===== src/rtl/bsg_manycore_link_retimer_pkg.sv =====
// rtl/bsg_manycore_link_retimer_pkg.sv - lane enum and link_sif layout helpers for the mesh-edge retimer
package bsg_manycore_link_retimer_pkg;

  typedef enum logic [1:0] {e_fwd_ab, e_fwd_ba, e_rev_ab, e_rev_ba} lane_e;

  // Forward packet: addr, data, src/dst coordinates, op and mask bits
  function automatic int fwd_pkt_width(input int addr_w, input int data_w, input int x_w, input int y_w);
    return addr_w + data_w + 2 * (x_w + y_w) + 4;
  endfunction

  // Return packet: data, destination coordinates, type and register id
  function automatic int ret_pkt_width(input int data_w, input int x_w, input int y_w);
    return data_w + x_w + y_w + 5;
  endfunction

  // link_sif = {fwd.v, fwd.ready_and_rev, fwd.data, rev.v, rev.ready_and_rev, rev.data}
  function automatic int link_sif_width(input int addr_w, input int data_w, input int x_w, input int y_w);
    return 4 + fwd_pkt_width(addr_w, data_w, x_w, y_w) + ret_pkt_width(data_w, x_w, y_w);
  endfunction

endpackage


===== src/rtl/bsg_manycore_link_retimer_lane.sv =====
// rtl/bsg_manycore_link_retimer_lane.sv - 2-entry elastic buffer with saturating stall counter
module bsg_manycore_link_retimer_lane
  #(parameter int width_p           = 8,
    parameter int stall_cnt_width_p = 16)
  (input  logic                         clk_i,
   input  logic                         reset_n_i,
   input  logic                         v_i,
   input  logic [width_p-1:0]           data_i,
   output logic                         ready_o,
   output logic                         v_o,
   output logic [width_p-1:0]           data_o,
   input  logic                         ready_i,
   input  logic                         stall_clear_i,
   output logic [stall_cnt_width_p-1:0] stall_cnt_o);

  logic [1:0]                   count_q, count_d;
  logic                         rd_ptr_q, rd_ptr_d, wr_ptr_q, wr_ptr_d;
  logic                         v_q, v_d, ready_q, ready_d;
  logic [1:0][width_p-1:0]      mem_q, mem_d;
  logic [stall_cnt_width_p-1:0] stall_q, stall_d;
  logic                         enq, deq;

  always_comb begin
    enq      = v_i & ready_q;
    deq      = v_q & ready_i;
    count_d  = count_q;
    case ({enq, deq})
      2'b10:   count_d = count_q + 2'd1;
      2'b01:   count_d = count_q - 2'd1;
      default: count_d = count_q;
    endcase
    wr_ptr_d = wr_ptr_q ^ enq;
    rd_ptr_d = rd_ptr_q ^ deq;
    mem_d    = mem_q;
    if (enq) mem_d[wr_ptr_q] = data_i;
    // Handshake outputs are flopped copies of the next occupancy, so no input reaches them combinationally
    v_d      = (count_d != 2'd0);
    ready_d  = (count_d != 2'd2);
    stall_d  = stall_q;
    if (stall_clear_i)
      stall_d = '0;
    else if (v_q & ~ready_i & ~(&stall_q))
      stall_d = stall_q + stall_cnt_width_p'(1);
  end

  always_ff @(posedge clk_i or negedge reset_n_i) begin
    if (!reset_n_i) begin
      count_q  <= 2'd0;
      rd_ptr_q <= 1'b0;
      wr_ptr_q <= 1'b0;
      v_q      <= 1'b0;
      ready_q  <= 1'b0;
      stall_q  <= '0;
    end else begin
      count_q  <= count_d;
      rd_ptr_q <= rd_ptr_d;
      wr_ptr_q <= wr_ptr_d;
      v_q      <= v_d;
      ready_q  <= ready_d;
      stall_q  <= stall_d;
    end
  end

  always_ff @(posedge clk_i) begin
    mem_q <= mem_d;
  end

  assign ready_o     = ready_q;
  assign v_o         = v_q;
  assign data_o      = mem_q[rd_ptr_q];
  assign stall_cnt_o = stall_q;

endmodule


===== src/rtl/bsg_manycore_link_retimer.sv =====
// rtl/bsg_manycore_link_retimer.sv - fully registered retiming stage for one mesh edge (fwd, rev, barrier)
module bsg_manycore_link_retimer
  import bsg_manycore_link_retimer_pkg::*;
  #(parameter int addr_width_p      = 32,
    parameter int data_width_p      = 32,
    parameter int x_cord_width_p    = 4,
    parameter int y_cord_width_p    = 4,
    parameter int stall_cnt_width_p = 16,
    localparam int fwd_w_lp          = fwd_pkt_width(addr_width_p, data_width_p, x_cord_width_p, y_cord_width_p),
    localparam int ret_w_lp          = ret_pkt_width(data_width_p, x_cord_width_p, y_cord_width_p),
    localparam int link_sif_width_lp = link_sif_width(addr_width_p, data_width_p, x_cord_width_p, y_cord_width_p))
  (input  logic                           clk_i,
   input  logic                           reset_n_i,
   input  logic [link_sif_width_lp-1:0]   a_link_i,
   output logic [link_sif_width_lp-1:0]   a_link_o,
   input  logic [link_sif_width_lp-1:0]   b_link_i,
   output logic [link_sif_width_lp-1:0]   b_link_o,
   input  logic                           a_barrier_i,
   output logic                           a_barrier_o,
   input  logic                           b_barrier_i,
   output logic                           b_barrier_o,
   input  logic                           stall_clear_i,
   output logic [4*stall_cnt_width_p-1:0] stall_cnt_o);

  localparam int rev_rdy_lp      = ret_w_lp;
  localparam int rev_v_lp        = ret_w_lp + 1;
  localparam int fwd_data_lsb_lp = ret_w_lp + 2;
  localparam int fwd_rdy_lp      = ret_w_lp + 2 + fwd_w_lp;
  localparam int fwd_v_lp        = ret_w_lp + 3 + fwd_w_lp;

  logic [3:0]                         v_in, ready_in, v_out, ready_out;
  logic [3:0][stall_cnt_width_p-1:0]  stall_cnt;
  logic [fwd_w_lp-1:0]                fwd_ab_data, fwd_ba_data;
  logic [ret_w_lp-1:0]                rev_ab_data, rev_ba_data;
  logic                               a_barrier_q, a_barrier_d, b_barrier_q, b_barrier_d;

  // A lane's ready comes from the receiving side's link_i ready_and_rev of the same network
  assign v_in[e_fwd_ab]     = a_link_i[fwd_v_lp];
  assign v_in[e_fwd_ba]     = b_link_i[fwd_v_lp];
  assign v_in[e_rev_ab]     = a_link_i[rev_v_lp];
  assign v_in[e_rev_ba]     = b_link_i[rev_v_lp];
  assign ready_in[e_fwd_ab] = b_link_i[fwd_rdy_lp];
  assign ready_in[e_fwd_ba] = a_link_i[fwd_rdy_lp];
  assign ready_in[e_rev_ab] = b_link_i[rev_rdy_lp];
  assign ready_in[e_rev_ba] = a_link_i[rev_rdy_lp];

  bsg_manycore_link_retimer_lane #(.width_p(fwd_w_lp), .stall_cnt_width_p(stall_cnt_width_p)) fwd_ab_lane
    (.clk_i(clk_i), .reset_n_i(reset_n_i), .v_i(v_in[e_fwd_ab]),
     .data_i(a_link_i[fwd_data_lsb_lp +: fwd_w_lp]), .ready_o(ready_out[e_fwd_ab]),
     .v_o(v_out[e_fwd_ab]), .data_o(fwd_ab_data), .ready_i(ready_in[e_fwd_ab]),
     .stall_clear_i(stall_clear_i), .stall_cnt_o(stall_cnt[e_fwd_ab]));

  bsg_manycore_link_retimer_lane #(.width_p(fwd_w_lp), .stall_cnt_width_p(stall_cnt_width_p)) fwd_ba_lane
    (.clk_i(clk_i), .reset_n_i(reset_n_i), .v_i(v_in[e_fwd_ba]),
     .data_i(b_link_i[fwd_data_lsb_lp +: fwd_w_lp]), .ready_o(ready_out[e_fwd_ba]),
     .v_o(v_out[e_fwd_ba]), .data_o(fwd_ba_data), .ready_i(ready_in[e_fwd_ba]),
     .stall_clear_i(stall_clear_i), .stall_cnt_o(stall_cnt[e_fwd_ba]));

  bsg_manycore_link_retimer_lane #(.width_p(ret_w_lp), .stall_cnt_width_p(stall_cnt_width_p)) rev_ab_lane
    (.clk_i(clk_i), .reset_n_i(reset_n_i), .v_i(v_in[e_rev_ab]),
     .data_i(a_link_i[ret_w_lp-1:0]), .ready_o(ready_out[e_rev_ab]),
     .v_o(v_out[e_rev_ab]), .data_o(rev_ab_data), .ready_i(ready_in[e_rev_ab]),
     .stall_clear_i(stall_clear_i), .stall_cnt_o(stall_cnt[e_rev_ab]));

  bsg_manycore_link_retimer_lane #(.width_p(ret_w_lp), .stall_cnt_width_p(stall_cnt_width_p)) rev_ba_lane
    (.clk_i(clk_i), .reset_n_i(reset_n_i), .v_i(v_in[e_rev_ba]),
     .data_i(b_link_i[ret_w_lp-1:0]), .ready_o(ready_out[e_rev_ba]),
     .v_o(v_out[e_rev_ba]), .data_o(rev_ba_data), .ready_i(ready_in[e_rev_ba]),
     .stall_clear_i(stall_clear_i), .stall_cnt_o(stall_cnt[e_rev_ba]));

  assign a_link_o = {v_out[e_fwd_ba], ready_out[e_fwd_ab], fwd_ba_data,
                     v_out[e_rev_ba], ready_out[e_rev_ab], rev_ba_data};
  assign b_link_o = {v_out[e_fwd_ab], ready_out[e_fwd_ba], fwd_ab_data,
                     v_out[e_rev_ab], ready_out[e_rev_ba], rev_ab_data};

  // Enum order places rev_ba in the top slice, matching {rev_ba,rev_ab,fwd_ba,fwd_ab}
  assign stall_cnt_o = stall_cnt;

  always_comb begin
    a_barrier_d = b_barrier_i;
    b_barrier_d = a_barrier_i;
  end

  always_ff @(posedge clk_i or negedge reset_n_i) begin
    if (!reset_n_i) begin
      a_barrier_q <= 1'b0;
      b_barrier_q <= 1'b0;
    end else begin
      a_barrier_q <= a_barrier_d;
      b_barrier_q <= b_barrier_d;
    end
  end

  assign a_barrier_o = a_barrier_q;
  assign b_barrier_o = b_barrier_q;

endmodule


===== config.mk =====
export PLATFORM = sky130hd
export DESIGN_NAME = bsg_manycore_link_retimer
export DESIGN_NICKNAME = d
export VERILOG_FILES = /design/src/rtl/bsg_manycore_link_retimer_pkg.sv /design/src/rtl/bsg_manycore_link_retimer_lane.sv /design/src/rtl/bsg_manycore_link_retimer.sv
export SDC_FILE = /design/constraint.sdc
export NUM_CORES = 1
export LEC_CHECK = 0
export CORE_AREA = 2 2 233 235
export CTS_CLUSTER_SIZE = 8
export DETAILED_ROUTE_END_ITERATION = 10
export DIE_AREA = 0 0 235 237
export GPL_TIMING_DRIVEN = 0
export HOLD_SLACK_MARGIN = 0.12
export PLACE_DENSITY = 0.84
export SYNTH_ARGS = -nofsm -noshare
export SYNTH_HDL_FRONTEND = slang
export SYNTH_SLANG_ARGS = --single-unit

===== constraint.sdc =====
create_clock -name clk_i -period 5.4 [get_ports clk_i]
set_clock_uncertainty 0.1 [all_clocks]
set_input_delay 1.62 -clock clk_i [delete_from_list [all_inputs] [get_ports clk_i]]
set_output_delay 1.62 -clock clk_i [all_outputs]
set_load 0.05 [all_outputs]

Word level (Yosys, flattened, before mapping)
Index checks and enable logic that the tools add are counted.
- add/sub/neg operators: 12
- reductions and logical operators: 16
- muxes and demuxes: 32
- equal/unequal tests: 12
- order comparisons: 12
- bitwise gates (word level): 32
- operators by type and width (operator ; number):
    two-way mux 84 bit ; 6
    bitwise mux 168 bit ; 2
    two-way mux 45 bit ; 6
    bitwise mux 90 bit ; 2
    demux 84 bit (select 1 bit) ; 2
    two-way mux 16 bit ; 8
    demux 45 bit (select 1 bit) ; 2
    adder 16 x 1 -> 16 bit, second input constant ; 4
    AND reduction 16 bit ; 4
    AND 1 bit ; 16
    < comparator 1 x 2 -> 1 bit, second input constant ; 8
    case mux 2 bit (2 select lines) ; 4
    nonzero test 2 bit ; 8
    adder 2 x 1 -> 2 bit, second input constant ; 4
    == test 2 x 1 -> 1 bit, second input constant ; 4
    == test 2 bit, second input constant ; 4
    inequality test 2 bit, second input constant ; 4
    NOT 1 bit ; 8
    subtractor 2 x 1 -> 2 bit, second input constant ; 4
    XOR 1 bit ; 8
    >= comparator 1 bit, second input constant ; 4
    logical AND 1 bit ; 4
- logic and storage cells: 150
- flip-flop bits (word level): 606
- output and inout bits: 332
- bits of input ports: 271

Longest topological paths before layout
Gate-level depths: netlist (run 1).
- depth in word-level cells: 5
- mapped depth: 7
- mapped depth without buffers: 6

By module
Synthesis (run 1) repeated with hierarchy kept, for this count alone.
- cell total of the unflattened synthesis: 1302
- area total of the unflattened synthesis: 23445.0 sq um
- modules (own cells, without submodules) (module ; area an instance (sq um) ; seq. area each (sq um) ; times used ; cells each):
    bsg_manycore_link_retimer_lane at fwd_ba_lane ; 7338.3 ; 5595.4 ; 1 ; 395
    bsg_manycore_link_retimer_lane at fwd_ab_lane ; 7220.7 ; 5595.4 ; 1 ; 385
    bsg_manycore_link_retimer_lane at rev_ba_lane ; 4459.3 ; 3253.1 ; 1 ; 265
    bsg_manycore_link_retimer_lane at rev_ab_lane ; 4376.7 ; 3253.1 ; 1 ; 255
    bsg_manycore_link_retimer ; 50.0 ; 50.0 ; 1 ; 2

Worst setup path after synthesis (run 1)
No wires, ideal clock.
- kind: input -> register
- from: in a_link_i[132]
- to: reg fwd_ab_lane.mem_q[100] (netlist bit) (enable)
- setup slack: 1.095 ns
- arrival time: 3.753 ns
- cell stages on the path: 3
- library setup time: 0.452 ns
- required time: 4.848 ns
- path buffers: 0
- cell sequence: nand2_1 > inv_1 > ha_1
- longest elaborated chain between the ends: 1
- ends and longest elaborated chain (item ; RTL line ; text):
    start: declaration ; bsg_manycore_link_retimer.sv:14 ; input logic [link_sif_width_lp-1:0] a_link_i,
    AND 1 bit ; bsg_manycore_link_retimer_lane.sv:24 ; enq = v_i & ready_q;
    end signal: assignment ; bsg_manycore_link_retimer_lane.sv:65 ; mem_q <= mem_d;
    end: declaration ; bsg_manycore_link_retimer_lane.sv:19 ; logic [1:0][width_p-1:0] mem_q, mem_d;
No other way between the ends.
A chain may end at the register's enable or synchronous reset.

Worst setup path after layout (run 1)
- from: reg fwd_ab_lane.rd_ptr_q
- to: out b_link_o[99]
- longest elaborated chain between the ends: 2
- ends and longest elaborated chain (item ; RTL line ; text):
    start: declaration ; bsg_manycore_link_retimer_lane.sv:17 ; logic rd_ptr_q, rd_ptr_d, wr_ptr_q, wr_ptr_d;
    start signal: assignment ; bsg_manycore_link_retimer_lane.sv:56 ; rd_ptr_q <= rd_ptr_d;
    two-way mux 84 bit (implied by the code) (2 in a row) ; bsg_manycore_link_retimer_lane.sv:70 ; assign data_o = mem_q[rd_ptr_q];
    end: declaration ; bsg_manycore_link_retimer.sv:17 ; output logic [link_sif_width_lp-1:0] b_link_o,
No other way between the ends. The select of a mux whose other input is x is not followed.

==> results of run 1 <==
==> worst reg2reg max path, delay by kind of cell, from the launching register on <==
family	cells	cell delay, ns
AOI/OAI and AO/OA	1	0.18
adders and majority gates	1	0.28
DFF	1	0.42
and+or+nand+nor	3	1.25
==> cell families after synthesis <==
logic type / after synthesis / share of synthesized area, %
xor gates and xnor gates: 18 / 0.6766
AOI/OAI and AO/OA: 92 / 2.395
muxes: 275 / 13.26
adders and majority gates: 16 / 0.8592
DFF: 606 / 76.17
and+or+nand+nor: 209 / 5.306
buffers and inverters: 74 / 1.332
==> layer usage <==
metal	global-route usage [%]	wire length [um]	up-vias
met2	38.09	32200	606
met1	24.05	22210	7283
met5	0	0	-
li1	-	-	6440
met3	6.015	4550	113
met4	8.189	1751	0
==> power by group through the flow <==
stage	sequential [uW]	combinational [uW]	clock [uW]
3_3_place_gp	6520	7630	0
5_1_grt	6490	8140	5250
6_report	6430	7850	4940
3_5_place_dp	6500	7830	0
2_1_floorplan	6500	5150	0
4_1_cts	6430	7910	5030
==> through the flow <==
step / util (%) / std cells / worst slack [ns] / TNS (ns)
final: 61.84 / 2731 / 0.3311 / 0
after CTS: 61.84 / 2731 / 0.3273 / 0
after floorplan: - / 1290 / 1.095 / 0
after detailed placement: 57.18 / 2597 / 1.072 / 0
after global placement: 56.67 / 2588 / -0.9723 / -205.18
after global routing: 61.84 / 2731 / 0.2480 / 0
==> cell type report <==
| cell class | instances | area, sq um |
|---|---|---|
| Tap cell | 696 | 870.8 |
| Inverter | 27 | 101.3 |
| Buffer | 47 | 209.0 |
| Fill cell | 3655 | 20330 |
| Timing Repair Buffer | 611 | 6233 |
| Clock buffer | 127 | 2359 |
| Sequential cell | 606 | 17750 |
| Clock inverter | 7 | 127.6 |
| Multi-Input combinational cell | 610 | 5303 |
==> state kept, by name, summed over array words and instances (netlist names), 2 cells and up <==
signal                   cells
fwd_ba_lane.stall_cnt_o     16
fwd_ba_lane.count_q          2
fwd_ab_lane.mem_q          168
rev_ba_lane.stall_cnt_o     16
rev_ba_lane.mem_q           90
rev_ab_lane.mem_q           90
rev_ab_lane.stall_cnt_o     16
fwd_ab_lane.stall_cnt_o     16
fwd_ba_lane.mem_q          168
fwd_ab_lane.count_q          2
rev_ab_lane.count_q          2
rev_ba_lane.count_q          2
==> cell usage in the layout (no fill, tap or decap), types with 18 or more instances in the layout <==
cell type / count
o21ai_0: 18
mux2_2: 270
or4_1: 22
clkbuf_16: 88
edfxtp_1: 516
nor2_1: 22
dfrtp_1: 90
inv_1: 27
clkdlybuf4s50_1: 601
nand2_1: 33
clkbuf_1: 68
nand4_1: 21
o31ai_1: 21
a21oi_1: 40
==> how the worst min path moves through the flow <==
stage	from	to
2_1_floorplan	fwd_ab_lane.count_q[1]	fwd_ab_lane.count_q[1]
3_3_place_gp	fwd_ab_lane.count_q[1]	fwd_ab_lane.count_q[1]
3_5_place_dp	rev_ba_lane.count_q[1]	rev_ba_lane.count_q[1]
4_1_cts	rev_ba_lane.count_q[1]	rev_ba_lane.count_q[1]
5_1_grt	rev_ba_lane.count_q[1]	rev_ba_lane.count_q[1]
6_report	rev_ab_lane.count_q[1]	rev_ab_lane.count_q[1]
==> metrics.md, run 1 <==
| Metric | Value |
|---|---|
| Clock share of power | `25.7%` |
| Hold Vio Cnt, Final | `0` |
| Fin Hold WS | `0.3691 ns` |
| Hold Path Depth | `1` |
| FF-to-FF path depth | `5` |
| Period utilisation layout | `93.87%` |
| Syn Inst Count | `1290` |
| WP buf/inv | `3` |
| Via count | `14.44k` |
| Largest cells by area after synthesis | `edfxtp_1, mux2_2, dfrtp_1` |
| Row cnt | `85` |
| Post-CTS setup repair buffer count | `0` |
| Sw frac | `37.79%` |
| Antenna violations before repair | `1` |
| Worst min-delay path class | `flop to flop` |
| Final Instance Area | `32950 sq um` |
| Die Height | `237 um` |
| Internal power | `11960 uW` |
| CTS Buf Count | `86` |
| Reg power frac | `33.4%` |
| Worst-path fanout max | `10` |
| Worst-margin pin slew | `1.002 ns` |
| Vias in the first global route | `15.40k` |
| WL per Instance | `22.23 um` |
| Core area | `53280 sq um` |
| Final setup vio count | `0` |
| CTS tree | `built` |
| Reg2reg setup slack | `3.08 ns` |
| P_sw | `7267 uW` |
| Leak pwr | `0.01144 uW` |
| Vias per Instance | `5.288` |
| Post-Syn Area | `23300 sq um` |
| Largest stage delay, worst path | `0.74 ns` |
| Comb power frac | `40.9%` |
| Crit path top cell by count | `clkbuf_1` |
| Top FF cell, synth | `edfxtp_1` |
| Synthesized Nets | `1577` |
| Worst Setup SP | `fwd_ab_lane.rd_ptr_q` |
| Largest net degree at the start of global routing | `57` |
| GRT Overall Usage | `21.28%` |
| GRT overflow | `0` |
| Worst Setup EP | `b_link_o[99]` |
| Number of primary I/O pins | `603` |
| Maxcap violations | `0` |
| First-pass GRT wire length | `91.77 mm` |
| Minimum clock period | `5.069 ns` |
| ANT nets after route | `0` |
| Mean Syn Cell Area | `18.06 sq um` |
| Power Density | `583.5 nW/um^2` |
| Crit-path cells | `clkbuf_1 > clkbuf_1 > mux2_2 > clkdlybuf4s50_1` |
| Synth Warn # | `0` |
| Required time worst endpoint | `3.68 ns` |
| F_max | `197.3 MHz` |
| Critical-path cell with the highest stage delay | `clkdlybuf4s50_1` |
| Layout net count | `2276` |
| Crit path depth | `4` |
| Kind of start point of the critical path | `flop` |
| Synth top cells by count | `edfxtp_1, mux2_2, dfrtp_1` |
| Final RePlAce weighted congestion | `0.8605` |
| Critical path type | `flop to primary output` |
| Clk_lat worst skew | `0.61 ns` |
| Total routed wirelength | `60.71 mm` |
| H-Tree Depth | `3` |
| CTS Root Cell | `clkbuf_16` |
| ANT cells | `0` |
| Number of synthesized flops with an enable pin | `516` |
| CP endpoint kind | `primary output` |
| Worst R2R End | `rev_ab_lane.stall_cnt_o[10]` |
| Max clock buf depth | `3` |
| Total power | `19230 uW` |
| Die width | `235 um` |
| Distinct cell type count of the synthesized netlist | `45` |
| Sequential area share after synthesis | `76.17%` |
| Share of the synthesized area in the top cell type | `66.50%` |
| DRC violations left | `0` |
| DRT iter0 DRCs | `987` |
| Crit Reg-Reg Startpoint | `rev_ab_lane.stall_cnt_o[0]` |
| Delay-heaviest family, CP | `buffers and inverters` |
| Clk slew on worst S/H paths | `0.05 ns` |
| Top-count cell post-synth | `edfxtp_1` |
| DR pass1 iterations | `6` |
| Async set-reset flop share out of synthesis | `14.85%` |
| VDD IR-drop max | `0.3806 mV` |
| Die ar. | `55700 sq um` |
| Post-synthesis register bit count | `606` |
| CP arrival | `3.35 ns` |
| Syn-to-layout area delta | `41.42%` |
| RSZ-0062 raised after global routing | `false` |
| Max_slew headroom | `32.56%` |
| Placed instance area | `30460 sq um` |
| Clock sink total | `606` |
| Layout cell share with drive strength beyond 1 | `19.51%` |
| Largest area contributor in the netlist | `edfxtp_1` |
| Detail Placement HPWL | `41.97 mm` |
| Initial Utilization | `43.73%` |
| Post-cts resize count | `0` |
| Status | `finished, final reports clean` |
| # hold bufs at CTS | `0` |
| IO Port Bufs | `602` |
| Fin. max-slew vios | `0` |
(Power assumes the default switching activity.)
==> inputs of run 2 (changes only) <==
--- a/config.mk
+++ b/config.mk
@@ -5,13 +5,15 @@
 export SDC_FILE = /design/constraint.sdc
 export NUM_CORES = 1
 export LEC_CHECK = 0
-export CORE_AREA = 2 2 233 235
+export ABC_AREA = 1
+export CORE_AREA = 2 2 235 237
 export CTS_CLUSTER_SIZE = 8
 export DETAILED_ROUTE_END_ITERATION = 10
-export DIE_AREA = 0 0 235 237
+export DIE_AREA = 0 0 237 239
 export GPL_TIMING_DRIVEN = 0
 export HOLD_SLACK_MARGIN = 0.12
 export PLACE_DENSITY = 0.84
+export REMOVE_ABC_BUFFERS = 1
 export SYNTH_ARGS = -nofsm -noshare
 export SYNTH_HDL_FRONTEND = slang
 export SYNTH_SLANG_ARGS = --single-unit
==> run 2 against run 1 <==
  * First-iteration DRC count is 27% higher
  * Sequential share of layout area is 0.23 points lower
  * Sequential cell count is the same
  * Clock-buffer cell count up 7
  * Combinational power up 12%
  * Non-clock buffer count shrank 46
  * Total power grew 5.8%
  * Die area grew 1.7%
  * Register-to-register slack worse by 0.02 ns
  * Synthesized area is 1.9% higher
==> metrics.md, run 2 <==
| Metric | Value |
|---|---|
| Hold Path Depth | `1 (unchanged)` |
| Final core occ | `60.94% (-0.90 points)` |
| Hold wc startpoint | `fwd_ab_lane.count_q[1]` |
| Post-cts resize count | `0 (unchanged)` |
| Synth Warn # | `0 (unchanged)` |
| Max_slew headroom | `21.73% (-11 points)` |
| Kind of start point of the critical path | `flop` |
| Vias in the first global route | `17.59k (+14%)` |
| Post-synthesis register bit count | `606 (unchanged)` |
| Power Density | `614.5 nW/um^2 (+5.3%)` |
| Die width | `237 um (+0.85%)` |
| Share of the synthesized area in the top cell type | `65.24% (-1.3 points)` |
| Worst-margin pin slew | `1.172 ns (+0.1700 ns)` |
| Worst Setup SP | `fwd_ba_lane.rd_ptr_q` |
| Clk slew on worst S/H paths | `0.05 ns (about the same)` |
| Die ar. | `56640 sq um (+1.7%)` |
| Syn Inst Count | `2023 (+57%)` |
| Fillers | `3869 (+5.9%)` |
| CTS tree | `built` |
| Sequential cell area | `17760 sq um (about the same)` |
| Mean Syn Cell Area | `11.74 sq um (-35%)` |
| Number of primary I/O pins | `603 (unchanged)` |
| Crit Reg-Reg Startpoint | `fwd_ba_lane.stall_cnt_o[1]` |
| Syn-to-layout area delta | `39.42%` |
| Synth top cells by count | `nand2_1, edfxtp_1, dfrtp_1` |
| Top FF cell, synth | `edfxtp_1` |
| RSZ-0062 raised after global routing | `false` |
| Layout net count | `2933 (+29%)` |
| First-pass GRT wire length | `97.56 mm (+6.3%)` |
| GRT Overall Usage | `22.31% (+1.0 points)` |
| Maxcap violations | `0 (unchanged)` |
| Post-Syn Area | `23750 sq um (+1.9%)` |
| Hold Vio Cnt, Final | `0 (unchanged)` |
| Largest area contributor in the netlist | `edfxtp_1` |
| Final setup vio count | `0 (unchanged)` |
| Largest net degree at the start of global routing | `86 (+51%)` |
| Distinct cell type count of the synthesized netlist | `30 (-33%)` |
| Clock sink total | `606 (unchanged)` |
| F_max | `194.2 MHz (-1.6%)` |
| Top flop regs | `fwd_ab_lane.mem_q (168), fwd_ba_lane.mem_q (168)` |
| CP endpoint kind | `primary output` |
| Reg2reg setup slack | `3.06 ns (-0.02 ns)` |
| Final RePlAce weighted congestion | `0.8377 (-2.6%)` |
| DRC violations left | `0 (unchanged)` |
| Async set-reset flop share out of synthesis | `14.85% (unchanged)` |
| Setup tns final | `0 ns (unchanged)` |
| Period utilisation layout | `95.38% (+1.5 points)` |
| Required time worst endpoint | `3.68 ns (about the same)` |
| Max clock buf depth | `3 (unchanged)` |
| GRT overflow | `0 (unchanged)` |
| Worst min-delay path class | `flop to flop` |
| Via count | `17.25k (+19%)` |
| Status | `finished, final reports clean` |
| # hold bufs at CTS | `0 (unchanged)` |
| DRT iter0 DRCs | `1255 (+27%)` |
| IO Port Bufs | `602 (unchanged)` |
| Layout cell share with drive strength beyond 1 | `5.185% (-14 points)` |
| DR pass1 iterations | `5 (-1)` |
| Clk_lat worst skew | `0.62 ns (about the same)` |
| Fin. max-slew vios | `0 (unchanged)` |
| Initial Utilization | `43.71% (about the same)` |
| H-Tree Depth | `3 (unchanged)` |
| ANT nets after route | `0 (unchanged)` |
| Hold Path End | `fwd_ab_lane.count_q[1]` |
| Minimum clock period | `5.151 ns (+0.08162 ns)` |
| Die Height | `239 um (+0.84%)` |
| Area of the multi-input gates | `5450 sq um (+2.8%)` |
| Row cnt | `86 (+1.2%)` |
| Leak pwr | `0.01317 uW (+15%)` |
| CTS Buf Count | `85 (-1.2%)` |
| FF-to-FF path depth | `9 (+4)` |
| Worst-path fanout max | `85 (+75)` |
| Sequential area share after synthesis | `74.72% (-1.4 points)` |
| Critical path type | `flop to primary output` |
| CP arrival | `3.43 ns (+0.08 ns)` |
| Most frequent cells in the layout | `nand2_1, clkdlybuf4s50_1, edfxtp_1` |
| Total routed wirelength | `65.16 mm (+7.3%)` |
| Worst R2R End | `fwd_ba_lane.stall_cnt_o[5]` |
| WL per Instance | `19.11 um (-14%)` |
| Antenna violations before repair | `5 (+4)` |
| Number of synthesized flops with an enable pin | `516 (unchanged)` |
| Vias per Instance | `5.061 (-4.3%)` |
| Post-CTS setup repair buffer count | `0 (unchanged)` |
| Detail Placement HPWL | `43.35 mm (+3.3%)` |
| Top-count cell post-synth | `nand2_1` |
| VDD IR-drop max | `0.4701 mV (+24%)` |
| CTS Root Cell | `clkbuf_16` |
| Core area | `54340 sq um (+2.0%)` |
| Largest cells by area after synthesis | `edfxtp_1, nand2_1, dfrtp_1` |
| Most common cell after layout, fill and taps aside | `nand2_1` |
-- run 2: cell types whose count changed in the layout (fill, tap and decap cells not counted), sizes merged, moves of 22 or more --
cell	delta
nand2	+961
mux2	-270
nor2	+53
nand3	+46
inv	+45
a21oi	-27
clkbuf	-23
or4	-22
-- run 2: power by group --
group / leakage [uW] / total (uW) / switching, uW / internal [uW]
Combinational: 0.00603 / 8800 / 6230 / 2570
Sequential: 0.00597 / 6640 / 481 / 6160
Clock: 0.00117 / 4910 / 1980 / 2940
Total: 0.0132 / 20300 / 8680 / 11700
-- run 2: cell type report --
class | count | area share [%]
sequential | 606 | 53.63
timing repair buffer | 612 | 18.98
multi-input combinational | 1270 | 16.46
clock inverter | 7 | 0.4383
inverter | 71 | 0.8237
tap | 704 | 2.660
clock buffer | 134 | 6.979
antenna | 5 | 0.03779
-- run 2: cell families after synthesis --
family / share of synthesized area (%)
AOI/OAI and AO/OA: 1.096
buffers and inverters: 2.581
and+or+nand+nor: 19.69
adders and majority gates: 0.8429
xor gates and xnor gates: 1.069
DFF: 74.72
-- run 2: per-stage QoR --
| stage | area, sq um | power, uW | hold WS (ns) | setup slack, ns | std cells |
|---|---|---|---|---|---|
| floorplan | 23400 | 12160 | 0.3560 | 0.2839 | 1947 |
| global route | 33110 | 21150 | 0.4084 | 0.05022 | 3409 |
| finish | 33110 | 20350 | 0.3835 | 0.2494 | 3409 |
| global placement | 30310 | 15360 | 0.3716 | -2.674 | 3253 |
| CTS | 33100 | 20520 | 0.3856 | 0.1657 | 3404 |
| detailed placement | 30640 | 15500 | 0.3774 | 0.8499 | 3263 |
-- run 2: worst max-delay path by stage --
| stage | endpoint | slack, ns |
|---|---|---|
| 2_1_floorplan | a_link_o[100] | 0.28 |
| 3_3_place_gp | b_link_o[105] | -2.67 |
| 3_5_place_dp | a_link_o[55] | 0.85 |
| 4_1_cts | a_link_o[88] | 0.17 |
| 5_1_grt | a_link_o[91] | 0.05 |
| 6_report | a_link_o[94] | 0.25 |
-- run 2: per-layer routing --
metal	global-route usage [%]	vias to the layer above	share of wire, %
li1	-	8004	-
met1	24.13	8265	35
met2	38.30	802	50
met3	8.476	183	10
met4	11.33	0	4.3
met5	0	-	0
-- run 2: worst max-delay path, cell delays in order (launching register included) --
cell	delay, ns
dfrtp_4	0.80
inv_4	0.77
nand2_1	0.16
nand2_1	0.15
clkdlybuf4s50_1	0.82
